<file path="src/rtl/tiny_riscv_mem_arbiter.sv">
// -----------------------------------------------------------------------------
// tiny_riscv_mem_arbiter
//
// Shares one single-port synchronous word RAM between the instruction-fetch
// port (I, read-only) and the load/store data port (D, read/write) of
// tiny_riscv_processor. One request is accepted per cycle, issued to the RAM
// on the next cycle from registers, and answered to its owner two cycles after
// acceptance.
//
// Handshake: a request transfers in the cycle where Valid & Ready are both
// high. Ready is combinational from the Valid inputs and the arbiter state, is
// given only to the winning port while its Valid is high, never to both ports
// at once, and is held low during reset. A requester keeps Addr/WData/WStrb/Wr
// stable while Valid is high and Ready is low.
//
// Parameters:
//   ADDR_W   - RAM word-address width
//   ARB_MODE - 0: round-robin, 1: D-priority with starvation guard for I
//   MAX_WAIT - (mode 1) consecutive denied cycles before I is forced to win
//
// Ports:
//   i_Clk, i_Rst                 - clock, synchronous active-high reset
//   i_I_Valid/i_I_Addr/o_I_Ready - I request channel
//   o_I_Rsp_Valid/o_I_Rsp_Data   - I read response
//   i_D_Valid/i_D_Wr/i_D_Addr/i_D_WData/i_D_WStrb/o_D_Ready - D request
//   o_D_Rsp_Valid/o_D_Rsp_Data   - D response (read data, 0 for writes)
//   o_Mem_En/o_Mem_We/o_Mem_Addr/o_Mem_WData - registered RAM command
//   i_Mem_RData                  - RAM read data, one cycle after o_Mem_En
// -----------------------------------------------------------------------------
module tiny_riscv_mem_arbiter #(
    parameter int ADDR_W   = 10,
    parameter int ARB_MODE = 0,
    parameter int MAX_WAIT = 4
) (
    input  logic              i_Clk,
    input  logic              i_Rst,
    input  logic              i_I_Valid,
    input  logic [ADDR_W-1:0] i_I_Addr,
    output logic              o_I_Ready,
    output logic              o_I_Rsp_Valid,
    output logic [31:0]       o_I_Rsp_Data,
    input  logic              i_D_Valid,
    input  logic              i_D_Wr,
    input  logic [ADDR_W-1:0] i_D_Addr,
    input  logic [31:0]       i_D_WData,
    input  logic [3:0]        i_D_WStrb,
    output logic              o_D_Ready,
    output logic              o_D_Rsp_Valid,
    output logic [31:0]       o_D_Rsp_Data,
    output logic              o_Mem_En,
    output logic [3:0]        o_Mem_We,
    output logic [ADDR_W-1:0] o_Mem_Addr,
    output logic [31:0]       o_Mem_WData,
    input  logic [31:0]       i_Mem_RData
);

    localparam logic [3:0] MAX_WAIT_C = 4'(MAX_WAIT);

    // Arbiter state
    logic              last_d_q, last_d_d;       // 1 = D was granted most recently
    logic [3:0]        wait_cnt_q, wait_cnt_d;   // consecutive denied cycles of I

    // Issue stage (cycle N+1)
    logic              mem_en_q, mem_en_d;
    logic [3:0]        mem_we_q, mem_we_d;
    logic [ADDR_W-1:0] mem_addr_q, mem_addr_d;
    logic [31:0]       mem_wdata_q, mem_wdata_d;
    logic              s1_is_d_q, s1_is_d_d;
    logic              s1_wr_q, s1_wr_d;

    // Response stage (cycle N+2)
    logic              rsp_i_q, rsp_i_d;
    logic              rsp_d_q, rsp_d_d;
    logic              rsp_wr_q, rsp_wr_d;

    logic              grant_i, grant_d;

    // Winner selection; a lone valid port always wins.
    always_comb begin
        grant_i = 1'b0;
        grant_d = 1'b0;
        if (!i_Rst) begin
            if (i_I_Valid && i_D_Valid) begin
                if (ARB_MODE == 0) begin
                    if (last_d_q) grant_i = 1'b1;
                    else          grant_d = 1'b1;
                end else begin
                    if (wait_cnt_q == MAX_WAIT_C) grant_i = 1'b1;
                    else                          grant_d = 1'b1;
                end
            end else begin
                grant_i = i_I_Valid;
                grant_d = i_D_Valid;
            end
        end
    end

    always_comb begin
        last_d_d    = last_d_q;
        wait_cnt_d  = 4'd0;
        mem_en_d    = grant_i | grant_d;
        mem_we_d    = 4'b0000;
        mem_addr_d  = mem_addr_q;
        mem_wdata_d = mem_wdata_q;
        s1_is_d_d   = grant_d;
        s1_wr_d     = grant_d & i_D_Wr;
        rsp_i_d     = mem_en_q & ~s1_is_d_q;
        rsp_d_d     = mem_en_q & s1_is_d_q;
        rsp_wr_d    = s1_wr_q;

        if (grant_d) begin
            last_d_d    = 1'b1;
            mem_addr_d  = i_D_Addr;
            mem_wdata_d = i_D_WData;
            if (i_D_Wr) mem_we_d = i_D_WStrb;
        end else if (grant_i) begin
            last_d_d   = 1'b0;
            mem_addr_d = i_I_Addr;
        end

        // Counts only while I is valid and losing; saturates at MAX_WAIT.
        if (i_I_Valid && !grant_i) begin
            if (wait_cnt_q == MAX_WAIT_C) wait_cnt_d = wait_cnt_q;
            else                          wait_cnt_d = wait_cnt_q + 4'd1;
        end
    end

    // Reset also drops both pipeline stages, so in-flight accesses never respond.
    always_ff @(posedge i_Clk) begin
        if (i_Rst) begin
            last_d_q    <= 1'b0;
            wait_cnt_q  <= 4'd0;
            mem_en_q    <= 1'b0;
            mem_we_q    <= 4'b0000;
            mem_addr_q  <= '0;
            mem_wdata_q <= 32'd0;
            s1_is_d_q   <= 1'b0;
            s1_wr_q     <= 1'b0;
            rsp_i_q     <= 1'b0;
            rsp_d_q     <= 1'b0;
            rsp_wr_q    <= 1'b0;
        end else begin
            last_d_q    <= last_d_d;
            wait_cnt_q  <= wait_cnt_d;
            mem_en_q    <= mem_en_d;
            mem_we_q    <= mem_we_d;
            mem_addr_q  <= mem_addr_d;
            mem_wdata_q <= mem_wdata_d;
            s1_is_d_q   <= s1_is_d_d;
            s1_wr_q     <= s1_wr_d;
            rsp_i_q     <= rsp_i_d;
            rsp_d_q     <= rsp_d_d;
            rsp_wr_q    <= rsp_wr_d;
        end
    end

    assign o_I_Ready     = grant_i;
    assign o_D_Ready     = grant_d;
    assign o_Mem_En      = mem_en_q;
    assign o_Mem_We      = mem_we_q;
    assign o_Mem_Addr    = mem_addr_q;
    assign o_Mem_WData   = mem_wdata_q;
    assign o_I_Rsp_Valid = rsp_i_q;
    assign o_D_Rsp_Valid = rsp_d_q;
    // RAM data arrives in the response cycle, so it is steered straight through.
    assign o_I_Rsp_Data  = rsp_i_q ? i_Mem_RData : 32'd0;
    assign o_D_Rsp_Data  = (rsp_d_q && !rsp_wr_q) ? i_Mem_RData : 32'd0;

endmodule

</file>
<file path="config.mk">
export PLATFORM = sky130hd
export DESIGN_NAME = tiny_riscv_mem_arbiter
export DESIGN_NICKNAME = d
export VERILOG_FILES = /design/src/rtl/tiny_riscv_mem_arbiter.sv
export SDC_FILE = /design/constraint.sdc
export NUM_CORES = 1
export LEC_CHECK = 0
export CORE_ASPECT_RATIO = 0.8
export CORE_MARGIN = 1.5
export CORE_UTILIZATION = 32
export CTS_BUF_LIST = sky130_fd_sc_hd__clkbuf_4 sky130_fd_sc_hd__clkbuf_8 sky130_fd_sc_hd__clkbuf_16
export CTS_CLUSTER_SIZE = 40
export DETAILED_ROUTE_END_ITERATION = 8
export PLACE_DENSITY = 0.81
export REMOVE_ABC_BUFFERS = 1
export SETUP_SLACK_MARGIN = 0.4
export SLEW_MARGIN = 30
export SYNTH_ARGS = -nofsm -noshare
export SYNTH_HDL_FRONTEND = slang
export SYNTH_SLANG_ARGS = --single-unit
</file>
<file path="constraint.sdc">
create_clock -name i_Clk -period 1.6 [get_ports i_Clk]
set_input_delay 0.32 -clock i_Clk [delete_from_list [all_inputs] [get_ports i_Clk]]
set_output_delay 0.32 -clock i_Clk [all_outputs]
set_load 0.02 [all_outputs]
</file>
==> Word-level counts from Yosys, hierarchy flattened <==
Cells that the tools add are included.
{ "classes": {"muxes": 12, "n_reduce_logical": 5, "n_bitwise": 7} }
{ "ops": {"columns": ["cell", "count"], "rows": [
  ["32-bit 2-to-1 mux", 2],
  ["10-bit 2-to-1 mux", 2],
  ["1-bit 2-to-1 mux", 8],
  ["1-bit bitwise AND", 3],
  ["1-bit inverter", 3],
  ["3-bit OR reduction", 1],
  ["1-bit logical AND", 2],
  ["2-bit nonzero test", 1],
  ["1-bit logical NOT", 1],
  ["1-bit bitwise OR", 1]
]} }
{ "totals": {"in_bits": 93, "regBits": 53, "elab_cells": 34} }

==> Logic depth before layout (Yosys ltp) <==
Gate-level depths: netlist (run 1).
{ "logic_depth": {"ltp_word": 5, "mapped_depth": 5, "mapped_depth_nobuf": 3} }

==> Least setup slack after synthesis (run 1) <==
No wires, ideal clock.
{ "synth_timing": {"path_type": "input to output", "from": "input i_D_Valid", "to": "output o_I_Ready", "path_stages": 3, "setup_slack_ns": 0.130, "arrival_ns": 1.150, "n_path_buf": 1, "path_cell_list": "clkbuf_1 nor2b_1 nor3b_1"} }
{ "synth_between": {"elab_chain_cells": 3} }
{ "synth_lines": {"columns": ["element", "line_no", "source"], "rows": [
  ["from (decl)", "42", "input logic i_D_Valid,"],
  ["1-bit logical AND", "83", "if (i_I_Valid && i_D_Valid) begin"],
  ["1-bit 2-to-1 mux", "83", null],
  ["1-bit 2-to-1 mux", "82", "if (!i_Rst) begin"],
  ["to (decl)", "39", "output logic o_I_Ready,"]
]} }
Every way passes these cells.

==> Worst setup path after layout (run 1) <==
{ "layout_timing": {"from": "register rsp_d_q (netlist: o_D_Rsp_Valid)", "to": "output o_D_Rsp_Data[2]"} }
{ "layout_between": {"elab_chain_cells": 2} }
{ "layout_lines": {"columns": ["element", "line_no", "source"], "rows": [
  ["from (decl)", "73", "logic rsp_d_q, rsp_d_d;"],
  ["from (signal assigned)", "152", "rsp_d_q <= rsp_d_d;"],
  ["1-bit logical AND", "167", "assign o_D_Rsp_Data = (rsp_d_q && !rsp_wr_q) ? i_Mem_RData : 32'd0;"],
  ["32-bit 2-to-1 mux", "167", null],
  ["to (decl)", "49", "output logic [31:0] o_D_Rsp_Data,"]
]} }
Every way passes these cells.

==> impl_metrics.ini, run 1 <==
[pwr]
ir_drop_mv = 0.440
p_leak_nw = 2.56
pwr_density_cell_nw_per_um2 = 601
power_w = 0.00354

[logic_synthesis]
synth-seq-area-share_pct = 43.3
yosysUniqueCellTypes = 21
synth-simple-area-share_pct = 35.3
syn_avg_cell_area_um2 = 8.53
synth_xor_area_share_pct = 0
synth_adder_area_share_pct = 0
synth_top_cell_by_area = dfxtp_1
syn_area_um2 = 2450
synth_top_family_by_area = simple AND/OR/NAND/NOR gates
synth-compound-area-share_pct = 14.9
yosysWarningCount = 0
synth.top_cell.area_share_pct = 43.3
synthCells = 287
synth_seq_cells = 53
synth_mux_area_share_pct = 0
ys_top_cells_by_area = dfxtp_1 43%, and2_1 18%, nand2b_1 8.2%

[min_path]
min_delay_path_depth = 1
min_path_type = flip-flop to flip-flop

[floorplan]
die_y_um = 81.2
core_um2 = 7390
die_x_um = 101
rows = 28
boundaryPins = 208
start_util_pct = 33.1
dieArea_um2 = 8190

[clock_network]
ctsHoldBuffers = 0
cts_buffer_depth = 2
cts.sinks = 53
cts_tree = yes
cts-root-buf = clkbuf_8
cts_htree_levels = 2
clock_latency_ns = 0.31
cts_inserted_buffers = 5
clk_pin_slew_worst_paths_ns = 0.09

[grt]
grt_pass1_wl_um = 15600
grt_remaining_overflow = 0
grt_max_degree = 46
grt_usage_pct = 24.7
antenna_found_initial = 0
grt_pass1_vias = 2978

[layout]
fin_area_um2 = 5890
mostFrequentLayoutCells = 89 x clkdlybuf4s50_1, 77 x buf_6, 70 x and2_4, 50 x dfxtp_1, 48 x buf_2
drive_gt1_share_pct = 59.5
antenna_cells = 0
area_growth_pct = 140
finalNetCount = 613
final_common_cell = clkdlybuf4s50_1
final_cell_count_no_fill = 626

[detailed_routing]
num_vias = 3147
ant_nets = 0
drtIter0Drc = 103
first_pass_iters = 4
avgViaCountPerCell = 5.03
routed_wl_um = 12400
drc = 0
routedWlPerCell_um = 19.8

[placement]
portBuffers = 207
dp.cells = 585
dpl_cell_area_um2 = 4660
dp_hpwl_um = 6600
routabilityCongestion = 0.725

[sta]
setup_viol = 32
hold_violations = 0
fmax_ghz = 0.594
grt_setup_unrepaired = yes
max_slew_margin_pct = 70.4
setup_ws_ns = -0.0837
finalMaxSlewViolations = 0
fin_crit_sh_pct = 105
period_minus_slack_ns = 1.68
clock_skew_ns = 0.00744
worst_pin_slew_ns = 0.443

[outcome]
status = finished with violations
violations = setup timing

[worst_setup_path]
cp-start-kind = flip-flop
critPathCaptureType = output pin
cp.required_ns = 1.28
reg2reg_to = o_Mem_Addr[0]$_SDFFE_PP0P_
startpoint = o_D_Rsp_Valid$_SDFF_PP0_
r2r_slack_ns = 0.20
critPathMaxFanout = 8
rr_worst_depth = 6
critPathCapture = o_D_Rsp_Data[2]
crit_arrival_ns = 1.36
critPathKind = flip-flop to output pin
reg2reg_from = last_d_q$_SDFFE_PP0P_

[job]
maxCapViolCount = 0
==> where the power goes <==
| group | internal [W] | switching [W] |
|---|---|---|
| logic | 0.000690 | 0.000585 |
| registers | 0.00141 | 0.0000575 |
| clock network | 0.000363 | 0.000426 |
==> kinds of logic after synthesis <==
logic type,count (synthesis)
simple gates,144
compound gates,54
flops,53
buf+inv,36
==> layer usage <==
metal	up-vias	part of all wire [%]	wire length, um	global-route usage (%)
met5	-	0	0	0
met3	23	8.2	1010	7.14
met4	0	2.0	244	7.61
met1	1530	38	4700	27.2
met2	156	52	6410	46.1
li1	1438	-	-	-
==> critical path, stage by stage, from the launching register on <==
cell	delay [ns]
dfxtp_2	0.34
nor2b_4	0.18
buf_6	0.14
clkbuf_16	0.14
and2_4	0.15
buf_6	0.11
==> cell usage after synthesis <==
| master | number |
|---|---|
| o21ai_0 | 32 |
| buf_6 | 2 |
| a21oi_2 | 1 |
| o21a_1 | 1 |
| inv_1 | 10 |
| clkbuf_1 | 16 |
| a2111oi_0 | 10 |
| and3_1 | 1 |
| nand2b_1 | 32 |
| nor3b_1 | 2 |
| buf_1 | 1 |
| buf_2 | 5 |
| nor2_1 | 2 |
| nor2b_1 | 3 |
| nand3_1 | 32 |
| a221o_1 | 10 |
| and2_1 | 70 |
| and3b_1 | 1 |
| nor3_2 | 1 |
| dfxtp_1 | 53 |
| clkbuf_2 | 2 |
==> worst min-delay path by stage <==
stage / startpoint / endpoint / slack [ns]
floorplan: s1_is_d_q$_SDFF_PP0_ / o_I_Rsp_Valid$_SDFF_PP0_ / 0.39
global placement: s1_is_d_q$_SDFF_PP0_ / o_I_Rsp_Valid$_SDFF_PP0_ / 0.39
detailed placement: s1_is_d_q$_SDFF_PP0_ / o_I_Rsp_Valid$_SDFF_PP0_ / 0.41
CTS: s1_is_d_q$_SDFF_PP0_ / o_I_Rsp_Valid$_SDFF_PP0_ / 0.41
global route: s1_is_d_q$_SDFF_PP0_ / o_I_Rsp_Valid$_SDFF_PP0_ / 0.43
finish: s1_is_d_q$_SDFF_PP0_ / o_I_Rsp_Valid$_SDFF_PP0_ / 0.43
==> final cells by class <==
cell class / count / area, um^2
sequential: 53 / 1070
fill: 452 / 1510
inverter: 10 / 37.5
timing repair buffer: 252 / 2730
tap: 105 / 131
clock buffer: 8 / 91.3
multi-input combinational: 198 / 1830
==> what timing repair did <==
item,in CTS,in global routing
pin swaps,25,68
gates cloned,7,13
endpoints found under the setup margin,166,93
setup buffers,9,4
resized for setup,697,132
hold endpoints to repair,0,0
==> flip-flops by register name, summed over array words and instances (netlist names) <==
| register | flops |
|---|---|
| last_d_q | 1 |
| o_Mem_En | 1 |
| o_Mem_We | 4 |
| o_I_Rsp_Valid | 1 |
| o_Mem_Addr | 10 |
| rsp_wr_d | 1 |
| o_D_Rsp_Valid | 1 |
| s1_is_d_q | 1 |
| rsp_wr_q | 1 |
| o_Mem_WData | 32 |
==> stage by stage <==
stage	worst slack, ns	hold WS (ns)	TNS, ns	utilization, %
2_1_floorplan	-0.905	0.388	-46.88	-
3_3_place_gp	-0.617	0.393	-32.11	63.1
3_5_place_dp	-0.601	0.411	-33.30	63.1
4_1_cts	-0.0443	0.415	-0.658	69.8
5_1_grt	-0.134	0.429	-3.25	79.6
6_report	-0.0837	0.426	-1.53	79.6
Power figures use the tool's default switching activity.
==> run 2: changes to the inputs <==
--- a/config.mk
+++ b/config.mk
@@ -7,14 +7,14 @@
 export LEC_CHECK = 0
 export CORE_ASPECT_RATIO = 0.8
 export CORE_MARGIN = 1.5
-export CORE_UTILIZATION = 32
+export CORE_UTILIZATION = 26
 export CTS_BUF_LIST = sky130_fd_sc_hd__clkbuf_4 sky130_fd_sc_hd__clkbuf_8 sky130_fd_sc_hd__clkbuf_16
 export CTS_CLUSTER_SIZE = 40
 export DETAILED_ROUTE_END_ITERATION = 8
-export PLACE_DENSITY = 0.81
+export PLACE_DENSITY = 0.68
 export REMOVE_ABC_BUFFERS = 1
 export SETUP_SLACK_MARGIN = 0.4
-export SLEW_MARGIN = 30
+export SLEW_MARGIN = 20
 export SYNTH_ARGS = -nofsm -noshare
 export SYNTH_HDL_FRONTEND = slang
 export SYNTH_SLANG_ARGS = --single-unit
==> impl_metrics.ini, run 2 (synthesis results as in run 1) <==
[outcome]
status = finished with violations
violations = setup timing

[pwr]
pwr-share-seq_pct = 38.3
p_clk_share_pct = 28.2
ir_drop_mv = 0.467
p_sw_w = 0.00112
p_leak_nw = 2.60
pwr_density_cell_nw_per_um2 = 648
swShare_pct = 29.0
intPower_w = 0.00273
combPwrFrac_pct = 33.5

[sta]
fin_crit_sh_pct = 103
clock_skew_ns = 0.00967
period_minus_slack_ns = 1.65
grt_setup_unrepaired = yes
finalMaxSlewViolations = 0
fmax_ghz = 0.606
max_slew_margin_pct = 70.4
setup_ws_ns = -0.0488
worst_pin_slew_ns = 0.442
hold_violations = 0
hold_ws_ns = 0.406
setup_viol = 16
setup-tns-final_ns = -0.420

[placement]
dpl_cell_area_um2 = 4670
dp_hpwl_um = 6400
portBuffers = 207
routabilityCongestion = 0.823

[clock_network]
clock_latency_ns = 0.29
cts.sinks = 53
ctsHoldBuffers = 0
cts_tree = yes
cts_buffer_depth = 2
clk_pin_slew_worst_paths_ns = 0.07
cts_inserted_buffers = 5
cts-root-buf = clkbuf_16
cts_htree_levels = 2

[floorplan]
dieArea_um2 = 10000
die_y_um = 89.8
boundaryPins = 208
die_x_um = 112
rows = 31
core_um2 = 9110
start_util_pct = 26.9

[layout]
area_growth_pct = 142
num-fill-cells = 721
finalNetCount = 619
largest_register_ffs = 32
multi_input_area_um2 = 1740
fin_area_um2 = 5940
antenna_cells = 0
mostFrequentLayoutCells = 89 x clkdlybuf4s50_1, 80 x buf_6, 58 x and2_4, 50 x dfxtp_1, 46 x buf_2
regArea_um2 = 1070
drive_gt1_share_pct = 54.5
final_common_cell = clkdlybuf4s50_1

[worst_setup_path]
cp-start-kind = flip-flop
critPathCaptureType = output pin
crit_chain = nor2b_4 -> buf_6 -> buf_16 -> and2_1 -> buf_6
critical_path.slowest_cell = dfxtp_2
critPathMaxFanout = 16
crit_cells = 5
cpLargestDelayFamily = buffers and inverters
r2r_slack_ns = 0.22
cp.required_ns = 1.28
critPathKind = flip-flop to output pin
critPathBufInv = 3
crit_arrival_ns = 1.33
rr_worst_depth = 6
crit_top_cell = buf_6
slowest_delay_ns = 0.33

[min_path]
min_path_type = flip-flop to flip-flop
min_delay_path_depth = 1

[grt]
grt_max_degree = 48
grt_pass1_vias = 3038
grt_remaining_overflow = 0
grt_usage_pct = 21.2
antenna_found_initial = 0
grt_pass1_wl_um = 17000

[detailed_routing]
routed_wl_um = 11700
ant_nets = 0
drc = 0
num_vias = 3056
routedWlPerCell_um = 18.3
first_pass_iters = 4
drtIter0Drc = 157
avgViaCountPerCell = 4.76

[job]
maxCapViolCount = 0
run 2: cell types whose count changed in the layout (fill, tap and decap cells not counted), sizes merged:
cell           change
buf                +7
bufbuf             +1
clkbuf             -5
clkdlybuf4s15      +1
clkinv             +1
inv                +1
run 2: worst paths after layout:
| check | startpoint | endpoint |
|---|---|---|
| worst min register to register | s1_is_d_q$_SDFF_PP0_ | o_I_Rsp_Valid$_SDFF_PP0_ |
| worst min-delay path | s1_is_d_q$_SDFF_PP0_ | o_I_Rsp_Valid$_SDFF_PP0_ |
| worst max register to register | last_d_q$_SDFFE_PP0P_ | o_Mem_Addr[4]$_SDFFE_PP0P_ |
| worst max-delay path | o_D_Rsp_Valid$_SDFF_PP0_ | o_D_Rsp_Data[31] |
run 2: routing by layer:
layer  vias to the layer above  wire length (um)  global-route usage [%]
met5                         -                 0                       0
met1                      1468              5190                    27.3
met3                        16               616                    4.25
met2                       111              5680                    36.5
li1                       1461                 -                       -
met4                         0               236                    5.17
run 2: power by group through the flow:
stage	logic (W)	clock network (W)	registers [W]
CTS	0.00113	0.00109	0.00147
finish	0.00129	0.00109	0.00147
global route	0.00135	0.00117	0.00148
floorplan	0.000213	0	0.00161
global placement	0.000916	0	0.00150
detailed placement	0.000926	0	0.00150
run 2: stage by stage:
step	total power [W]	worst slack, ns	utilization (%)	cells
global placement	0.00241	-0.441	51.3	595
finish	0.00385	-0.0488	65.1	642
global route	0.00400	-0.119	65.1	642
CTS	0.00369	-0.0245	60.2	627
floorplan	0.00182	-0.905	-	261
detailed placement	0.00242	-0.462	51.3	595
run 2: layout make-up:
cell class / count / area share (%)
Inverter: 10 / 0.632
Clock inverter: 2 / 0.232
Clock buffer: 6 / 2.23
Timing Repair Buffer: 258 / 47.2
Tap cell: 115 / 2.42
Sequential cell: 53 / 18.0
Multi-Input combinational cell: 198 / 29.2
run 2: repair_timing:
| action | in CTS | in global routing |
|---|---|---|
| setup endpoints to repair | 168 | 118 |
| endpoints found under the hold margin | 0 | 0 |
| gates cloned | 11 | 6 |
| pin swaps | 28 | 46 |
| gates resized for setup | 708 | 92 |
| buffers inserted | 13 | 9 |
